`config.mk`:
```
export PLATFORM = sky130hd
export DESIGN_NAME = irq_controller
export DESIGN_NICKNAME = d
export VERILOG_FILES = /design/src/rtl/irq_pkg.sv /design/src/rtl/irq_sync.sv /design/src/rtl/irq_controller.sv
export SDC_FILE = /design/constraint.sdc
export NUM_CORES = 1
export LEC_CHECK = 0
export CORE_MARGIN = 5
export CORE_UTILIZATION = 43
export CTS_CLUSTER_SIZE = 12
export DETAILED_ROUTE_END_ITERATION = 10
export GPL_TIMING_DRIVEN = 0
export PLACE_DENSITY_LB_ADDON = 0.3
export SETUP_SLACK_MARGIN = 0.05
export SLEW_MARGIN = 0
export SYNTH_ARGS = -nofsm -noshare
export SYNTH_HDL_FRONTEND = slang
export SYNTH_SLANG_ARGS = --single-unit
```
`constraint.sdc`:
```
create_clock -name clk -period 1.44 [get_ports clk]
set_clock_uncertainty 0.15 [all_clocks]
set_input_delay 0.216 -clock clk [delete_from_list [all_inputs] [get_ports clk]]
set_output_delay 0.216 -clock clk [all_outputs]
set_load 0.02 [all_outputs]
```
`src/rtl/irq_pkg.sv`:
```
// Shared definitions for the external interrupt front-end.
// Holds the MMIO word addresses of the register window and the maximum
// number of external lines that fit below cop0's timer bit (interrupts[7]).
package irq_pkg;

  localparam logic [1:0] IRQ_ADDR_PENDING = 2'd0;
  localparam logic [1:0] IRQ_ADDR_ENABLE  = 2'd1;
  localparam logic [1:0] IRQ_ADDR_MODE    = 2'd2;
  localparam logic [1:0] IRQ_ADDR_RAW     = 2'd3;

  localparam int IRQ_LINES_MAX = 7;

endpackage

```
`src/rtl/irq_sync.sv`:
```
// Single-line synchroniser with rising-edge detect.
// Ports:
//   clk      in  1  system clock
//   reset    in  1  synchronous active-high reset (clears chain and prev)
//   irq_in   in  1  asynchronous IRQ pin
//   sync_out out 1  last synchroniser stage (s)
//   rise     out 1  s & ~prev, one cycle per synchronised rising edge
// Clearing prev on reset means a pin still high afterwards yields exactly
// one rise once it has propagated through the chain.
module irq_sync #(
  parameter int SYNC_STAGES = 2
) (
  input  logic clk,
  input  logic reset,
  input  logic irq_in,
  output logic sync_out,
  output logic rise
);

  logic [SYNC_STAGES-1:0] sync_r;
  logic                   prev_r;

  // Synchroniser shift chain and previous-value flop for edge detection.
  always_ff @(posedge clk) begin
    if (reset) begin
      sync_r <= {SYNC_STAGES{1'b0}};
      prev_r <= 1'b0;
    end else begin
      sync_r <= {sync_r[SYNC_STAGES-2:0], irq_in};
      prev_r <= sync_r[SYNC_STAGES-1];
    end
  end

  assign sync_out = sync_r[SYNC_STAGES-1];
  assign rise     = sync_r[SYNC_STAGES-1] & ~prev_r;

endmodule

```
`src/rtl/irq_controller.sv`:
```
// External interrupt front-end feeding cop0 interrupts[7:0].
// Synchronises NIRQ pins, latches edge- or level-mode pending bits, gates
// them with an enable mask and drives a registered vector. Bit 7 and any
// bits at or above NIRQ are tied 0 (cop0 owns bit 7 for its timer).
// Ports:
//   clk        in  1     system clock
//   reset      in  1     synchronous active-high reset
//   irq_in     in  NIRQ  asynchronous active-high IRQ pins
//   we         in  1     MMIO write strobe
//   addr       in  2     MMIO word address: 0 PENDING, 1 ENABLE, 2 MODE, 3 RAW
//   wdata      in  32    MMIO write data
//   rdata      out 32    MMIO read data, combinational on addr
//   interrupts out 8     registered interrupt vector to cop0
module irq_controller
  import irq_pkg::*;
#(
  parameter int NIRQ        = 7,
  parameter int SYNC_STAGES = 2
) (
  input  logic            clk,
  input  logic            reset,
  input  logic [NIRQ-1:0] irq_in,
  input  logic            we,
  input  logic [1:0]      addr,
  input  logic [31:0]     wdata,
  output logic [31:0]     rdata,
  output logic [7:0]      interrupts
);

  logic [NIRQ-1:0] sync_s;
  logic [NIRQ-1:0] rise_s;
  logic [NIRQ-1:0] clr_s;
  logic [NIRQ-1:0] pending_nxt_s;
  logic [NIRQ-1:0] pending_r;
  logic [NIRQ-1:0] enable_r;
  logic [NIRQ-1:0] mode_r;
  logic [NIRQ-1:0] int_vec_r;

  // Upper write-data bits have no register behind them.
  logic unused_wdata_s;
  assign unused_wdata_s = ^wdata[31:NIRQ];

  for (genvar g = 0; g < NIRQ; g++) begin : g_line
    irq_sync #(
      .SYNC_STAGES(SYNC_STAGES)
    ) u_sync (
      .clk     (clk),
      .reset   (reset),
      .irq_in  (irq_in[g]),
      .sync_out(sync_s[g]),
      .rise    (rise_s[g])
    );
  end

  // W1C mask and next pending value; a rise beats a same-cycle clear.
  always_comb begin
    clr_s = {NIRQ{1'b0}};
    if (we && (addr == IRQ_ADDR_PENDING)) begin
      clr_s = wdata[NIRQ-1:0];
    end else begin
      clr_s = {NIRQ{1'b0}};
    end
    pending_nxt_s = (mode_r & (rise_s | (pending_r & ~clr_s))) |
                    (~mode_r & sync_s);
  end

  // Pending bits and gated output vector.
  always_ff @(posedge clk) begin
    if (reset) begin
      pending_r <= {NIRQ{1'b0}};
      int_vec_r <= {NIRQ{1'b0}};
    end else begin
      pending_r <= pending_nxt_s;
      int_vec_r <= pending_r & enable_r;
    end
  end

  // ENABLE and MODE software registers.
  always_ff @(posedge clk) begin
    if (reset) begin
      enable_r <= {NIRQ{1'b0}};
      mode_r   <= {NIRQ{1'b0}};
    end else if (we && (addr == IRQ_ADDR_ENABLE)) begin
      enable_r <= wdata[NIRQ-1:0];
    end else if (we && (addr == IRQ_ADDR_MODE)) begin
      mode_r   <= wdata[NIRQ-1:0];
    end
  end

  // Read mux, no side effects.
  always_comb begin
    rdata = 32'd0;
    case (addr)
      IRQ_ADDR_PENDING: rdata[NIRQ-1:0] = pending_r;
      IRQ_ADDR_ENABLE:  rdata[NIRQ-1:0] = enable_r;
      IRQ_ADDR_MODE:    rdata[NIRQ-1:0] = mode_r;
      IRQ_ADDR_RAW:     rdata[NIRQ-1:0] = sync_s;
      default:          rdata = 32'd0;
    endcase
  end

  assign interrupts = {{(8-NIRQ){1'b0}}, int_vec_r};

endmodule
```
======== Yosys cells after proc, flatten, opt, wreduce, memory -nomap -nowiden ========
Cells that the tools add are included.
word-level totals
  input port bits ......................... 44
  register bits after elaboration ......... 49
  output and inout bits ................... 40
  logic and storage cells ................. 51
operators by class
  bitwise gates (word level) .............. 23
  mux-type cells .......................... 2
  reductions and logical operators ........ 5
  equality and inequality tests ........... 3
operators with widths
  operator                                                                count
  7-bit AND                                                               4
  7-bit case mux with 4 select lines                                      1
  7-bit inverter                                                          2
  7-bit bitwise OR                                                        2
  1-bit inverter                                                          8
  1-bit AND                                                               7
  7-bit two-way mux                                                       1
  2-bit equality test (second input constant)                             2
  1-bit logical AND                                                       3
  2-bit by 1-bit equality test with 1-bit output (second input constant)  1
  2-bit zero test                                                         1
  2-bit AND reduction                                                     1

======== Depth between registers and ports, before layout ========
Gate-level depths: netlist of run 1.
  word-level depth ........................ 8
  mapped depth ............................ 4
  mapped depth without buffers ............ 2

======== Hierarchy ========
Synthesis of run 1 repeated with hierarchy kept, for this count alone.
second synthesis, totals
  cell total of the unflattened synthesis .. 199
  area, all modules ....................... 2169.6 um2
modules (own cells, without submodules)
  module          cells an instance  sequential area each (um2)  times used  area each (um2)
  irq_controller  150                560.5                       1           1556.5
  irq_sync        7                  60.1                        7           87.6

======== Worst setup path before layout of run 1 ========
Ideal clock, no wire load.
  path type ............................... input to output
  start ................................... input port addr[0]
  end ..................................... output port rdata[0]
  path slack .............................. 0.075 ns
  data arrival time ....................... 0.999 ns
  cell stages on the path ................. 3
  required time ........................... 1.074 ns
  buffers on the path ..................... 2
  cell sequence ........................... buf_6 -> buf_8 -> mux4_2
on the way
  word-level cells in the longest chain between the ends .. 2
  elaborated cells on any way between the ends .. 5
  those cells by class .................... 3 x eq/ne; 1 x mux; 1 x reduce/logical
RTL lines
  item                                               RTL line              source
  start: declaration                                 irq_controller.sv:24  input logic [1:0] addr,
  2-bit equality test, or another cell as far along  irq_controller.sv:93  case (addr)
  7-bit case mux with 4 select lines (*)             irq_controller.sv:93
  end: declaration                                   irq_controller.sv:26  output logic [31:0] rdata,
Every way passes the cells marked *; elsewhere a longest branch is shown, timed or not.

======== Worst setup path after layout of run 1 ========
  start ................................... register g_line[2].u_sync.sync_r[1]
  end ..................................... output port rdata[2]
on the way
  word-level cells in the longest chain between the ends .. 1
RTL lines
  item                                RTL line              source
  start: declaration                  irq_sync.sv:20        logic [SYNC_STAGES-1:0] sync_r;
  start signal: assignment            irq_sync.sv:26        sync_r <= {SYNC_STAGES{1'b0}};
  start signal: assignment            irq_sync.sv:29        sync_r <= {sync_r[SYNC_STAGES-2:0], irq_in};
  7-bit case mux with 4 select lines  irq_controller.sv:93
No other way between the ends.

==> results of run 1 <==
layer usage:
layer	track usage (%)	up-vias	wire length, µm
li1	-	724	-
met1	17.4	691	1860
met2	23.3	43	2180
met3	4.82	5	251
met4	5.24	0	59
met5	0	-	0
synth_stat cells (all sizes together):
cell      n
nor4bb    1
mux2i    14
nor2b    21
clkbuf    5
nand2b   21
and3b     8
and4bb    6
o2bb2ai   7
buf      32
conb      1
mux4      7
nand3b    8
dfxtp    49
nand2     7
area by class of cell:
class | count | area [µm²]
plain buffers | 37 | 267
clock buffers | 7 | 96.3
clock inverters | 1 | 5.00
fillers | 444 | 1960
multi-input cells | 126 | 961
flip-flops and latches | 49 | 1010
well taps | 67 | 83.8
repair buffers | 40 | 374
metrics by stage:
stage               hold WS, ns  TNS, ns  area, µm²
floorplan                 0.194        0       2220
global placement          0.266    -9.89       2600
detailed placement        0.275   -10.73       2600
CTS                       0.104    -1.28       2770
global route              0.120    -1.45       2790
finish                    0.116    -1.19       2790
power by group through the flow:
stage / combinational (µW) / clock [µW] / sequential (µW)
finish: 378 / 869 / 1420
global route: 409 / 941 / 1420
detailed placement: 355 / 0 / 1450
CTS: 375 / 896 / 1420
floorplan: 253 / 0 / 1440
global placement: 351 / 0 / 1450
flip-flops by register name, indices dropped and copies added (netlist names):
register / cells
enable_r: 7
g_line.u_sync.prev_r: 7
g_line.u_sync.sync_r: 14
int_vec_r: 7
mode_r: 7
pending_r: 7
critical path: cells and delay by family (launching register included):
kind                   cells  cell delay (ns)
multiplexers               1             0.47
buffers and inverters      1             0.15
flip-flops                 1             0.33
cell families after synthesis:
family	Yosys count	synth area share (%)
buffers and inverters	37	12.4
DFF	49	46.1
other	1	0.176
and+or+nand+nor	72	23.7
AOI/OAI and AO/OA	7	2.88
muxes	21	14.7
worst paths after layout:
path,from,endpoint,slack (ns),cells after the start
worst min-delay path,reset,g_line[0].u_sync.prev_r,0.12,2
worst max register to register,mode_r[1],pending_r[1],0.55,3
worst min register to register,g_line[6].u_sync.sync_r[0],g_line[6].u_sync.sync_r[1],0.29,1
worst max-delay path,g_line[2].u_sync.sync_r[1],rdata[2],-0.18,2
repair_timing:
| item | in CTS | in global routing |
|---|---|---|
| setup buffers | 8 | 2 |
| endpoints found under the setup margin | 21 | 7 |
| gates resized for setup | 73 | 4 |
==> impl_metrics.yaml, run 1 <==
run_status:
  status: "finished, violations left"
  violations: "setup timing"
sta:
  setup_violations: 7
  period_share_pct: 112
  tightest_slew_ns: 0.511
  slew_headroom_pct: 65.9
  finalCriticalPeriod_ns: 1.62
  hold_violations: 0
  drv_slew: 0
  grt_setup_unrepaired: "yes"
  clock.fmax_ghz: 0.619
  worst_slack_ns: -0.176
run:
  max-cap-violations: 0
place:
  port_buffers: 30
  dp_hpwl_mm: 2.99
  dp_cells: 309
  place_congestion: 0.771
  dp_slack_ns: -0.871
pwr:
  total_power_uw: 2670
  seqPwrFrac_pct: 53.2
  power.density_nw_per_um2: 955
  switchingPower_uw: 635
  p_int_uw: 2030
  ir_drop_mv: 0.486
  p_comb_share_pct: 14.2
  switching_share_pct: 23.8
  p_leak_uw: 0.00126
  power.share.clock_pct: 32.6
global_route:
  grt_antenna_before_repair: 0
  gr-total-overflow: 0
  grt_pass1_wl_mm: 6.90
  grt_pass1_vias: 1453
  grtUsageTotal_pct: 14.3
  grt_max_degree: 15
setup_path:
  startpoint_type: "register"
  crit_arrival_ns: 1.25
  critPathSlowestCell: "mux4_2"
  crit_fanout: 2
  cpPeakStageDelay_ns: 0.47
  crit_required_ns: 1.07
  crit_path_end_kind: "primary output"
  crit_chain: "mux4_2 > buf_6"
  path_class: "register to primary output"
synthesis:
  synthesis.area_um2: 2130
  yosys.area.top_type: "dfxtp_1"
  synth_top_area_share_pct: 46.1
  synth.distinct_cells: 18
  syn_avg_cell_area_um2: 11.4
  postSynthRegisterBits: 49
  synthCells: 187
  ys_seq_area_share_pct: 46.1
  yosysWarnings: 0
  yosys-top-cells-area: "dfxtp_1, buf_4, mux2i_1"
cts:
  path_clk_slew_ns: 0.09
  cts.path.max_buffers: 2
  cts-hold-fix-buffers: 0
  cts_made_buffers: 5
  root_buffer: "clkbuf_8"
  cts_sinks: 49
  clkLatencyLatePin_ns: 0.30
  cts-htree-levels: 2
  tritoncts: "built"
finish:
  layout_commonest_cell: "buf_4"
  fin_util_pct: 58.7
  antennaDiodeCount: 0
  mostFrequentLayoutCells: "buf_4, dfxtp_1, conb_1"
  nNetsFinal: 303
  drive_gt1_share_pct: 34.6
  layout.cells.non_filler: 327
  area_growth_pct: 31.4
drt:
  wl_per_cell_um: 13.3
  detail_route.wirelength_mm: 4.35
  drt-initial-drc-count: 69
  ant_nets: 0
  vias: 1463
  viasPerCell: 4.47
  drt_pass1_iterations: 4
  remaining_drc_errors: 0
floorplan:
  initial_core_util_pct: 44.7
  die_y_um: 80.3
  chipWidth_um: 80.3
  io_pins: 84
  die-area_um2: 6450
  rows: 25
  core_area_um2: 4750
min_path:
  hold_path.class: "input port to register"
No activity file was read; power rests on OpenSTA's default activity.
==> inputs of run 2 (changes only) <==
==> constraint.sdc (replaced) <==
create_clock -name clk -period 1.44 [get_ports clk]
set_clock_uncertainty 0.15 [all_clocks]
set_input_delay 0.216 -clock clk [delete_from_list [all_inputs] [get_ports clk]]
set_output_delay 0.216 -clock clk [all_outputs]
set_load 0.1 [all_outputs]
==> impl_metrics.yaml, run 2 (synthesis results as in run 1) <==
finish:
  drive_gt1_share_pct: 35.9
  nNetsFinal: 305
  largest_reg_flops: 14
  largest-register: "g_line.u_sync.sync_r"
  layout_commonest_cell: "buf_4"
  antennaDiodeCount: 0
  area_growth_pct: 33.8
  mostFrequentLayoutCells: "buf_4, dfxtp_1, conb_1"
setup_path:
  path_class: "register to primary output"
  crit_fanout: 2
  crit_arrival_ns: 1.32
  crit_path_end_kind: "primary output"
  crit_chain: "mux4_2 > buf_12"
  cpPeakStageDelay_ns: 0.50
  critPathSlowestCell: "mux4_2"
  crit_required_ns: 1.07
  startpoint_type: "register"
  critPathTopFamily: "multiplexers"
  crit_buf_inv: 1
drt:
  ant_nets: 0
  detail_route.wirelength_mm: 4.28
  drt-initial-drc-count: 51
  wl_per_cell_um: 13.0
  vias: 1434
  viasPerCell: 4.36
  remaining_drc_errors: 0
  drt_pass1_iterations: 4
cts:
  cts-htree-levels: 2
  path_clk_slew_ns: 0.09
  clkLatencyLatePin_ns: 0.30
  root_buffer: "clkbuf_8"
  cts.path.max_buffers: 2
  cts-hold-fix-buffers: 0
  tritoncts: "built"
  cts_sinks: 49
  cts_made_buffers: 5
run_status:
  violations: "setup timing"
  status: "finished, violations left"
sta:
  drv_slew: 0
  clock.fmax_ghz: 0.592
  hold_violations: 0
  period_share_pct: 117
  finalCriticalPeriod_ns: 1.69
  worst_slack_ns: -0.250
  slew_headroom_pct: 63.5
  finalSetupTns_ns: -1.63
  setup_violations: 7
  grt_setup_unrepaired: "yes"
  tightest_slew_ns: 0.548
place:
  place_congestion: 0.753
  port_buffers: 30
  dp_hpwl_mm: 2.89
floorplan:
  die_y_um: 80.3
  core_area_um2: 4750
  die-area_um2: 6450
  rows: 25
  io_pins: 84
  initial_core_util_pct: 44.7
  chipWidth_um: 80.3
global_route:
  grt_pass1_vias: 1451
  grtUsageTotal_pct: 14.1
  grt_pass1_wl_mm: 6.82
  gr-total-overflow: 0
  grt_antenna_before_repair: 0
  grt_max_degree: 14
pwr:
  total_power_uw: 2880
  p_leak_uw: 0.00126
  ir_drop_mv: 0.595
  power.density_nw_per_um2: 1010
run:
  max-cap-violations: 0
min_path:
  hold_path.class: "input port to register"
[run 2: cell types whose count changed in the layout (fill, tap and decap cells not counted), sizes merged]
cell / previous run / this run
buf: 49 / 58
clkbuf: 12 / 13
clkdlybuf4s15: 1 / 0
clkinv: 1 / 0
dlygate4sd2: 8 / 2
[run 2: repair_timing]
action	CTS	global route
gates resized for setup	124	2
setup buffers	11	1
setup endpoints to repair	21	7
hold endpoints to repair	0	0
[run 2: area by class of cell]
type	count	area (µm²)
flip-flops and latches	49	1000
plain buffers	37	275
well taps	67	83.8
fillers	431	1910
multi-input cells	126	961
repair buffers	42	440
clock buffers	8	80.1
[run 2: final timing paths]
kind	startpoint	to	slack [ns]	cells after the start
worst min-delay path	reset	g_line[0].u_sync.prev_r	0.12	2
worst min register to register	g_line[6].u_sync.sync_r[0]	g_line[6].u_sync.sync_r[1]	0.29	1
worst max register to register	mode_r[1]	pending_r[1]	0.53	3
worst max-delay path	mode_r[3]	rdata[3]	-0.25	2
[run 2: report_power, final]
| group | switching [µW] | leakage (µW) | internal, µW | total (µW) |
|---|---|---|---|---|
| Combinational | 478 | 0.000809 | 222 | 700 |
| Sequential | 18.6 | 0.000408 | 1400 | 1420 |
| Clock | 418 | 0.0000395 | 346 | 764 |
[run 2: stage by stage]
stage	setup slack [ns]	util, %	cell area, µm²	std cells	hold WS [ns]
floorplan	-0.120	-	2210	212	0.194
global placement	-1.33	54.6	2600	309	0.267
detailed placement	-1.33	54.6	2600	309	0.272
CTS	-0.249	59.6	2830	328	0.118
global route	-0.286	59.8	2840	329	0.114
finish	-0.250	59.8	2840	329	0.117
[run 2: routing by layer]
layer	up-vias	track usage [%]	part of all wire [%]
met5	-	0	0
met4	0	5.07	1.7
met3	8	3.59	5.9
met2	48	24.1	47
met1	644	16.9	45
li1	734	-	-
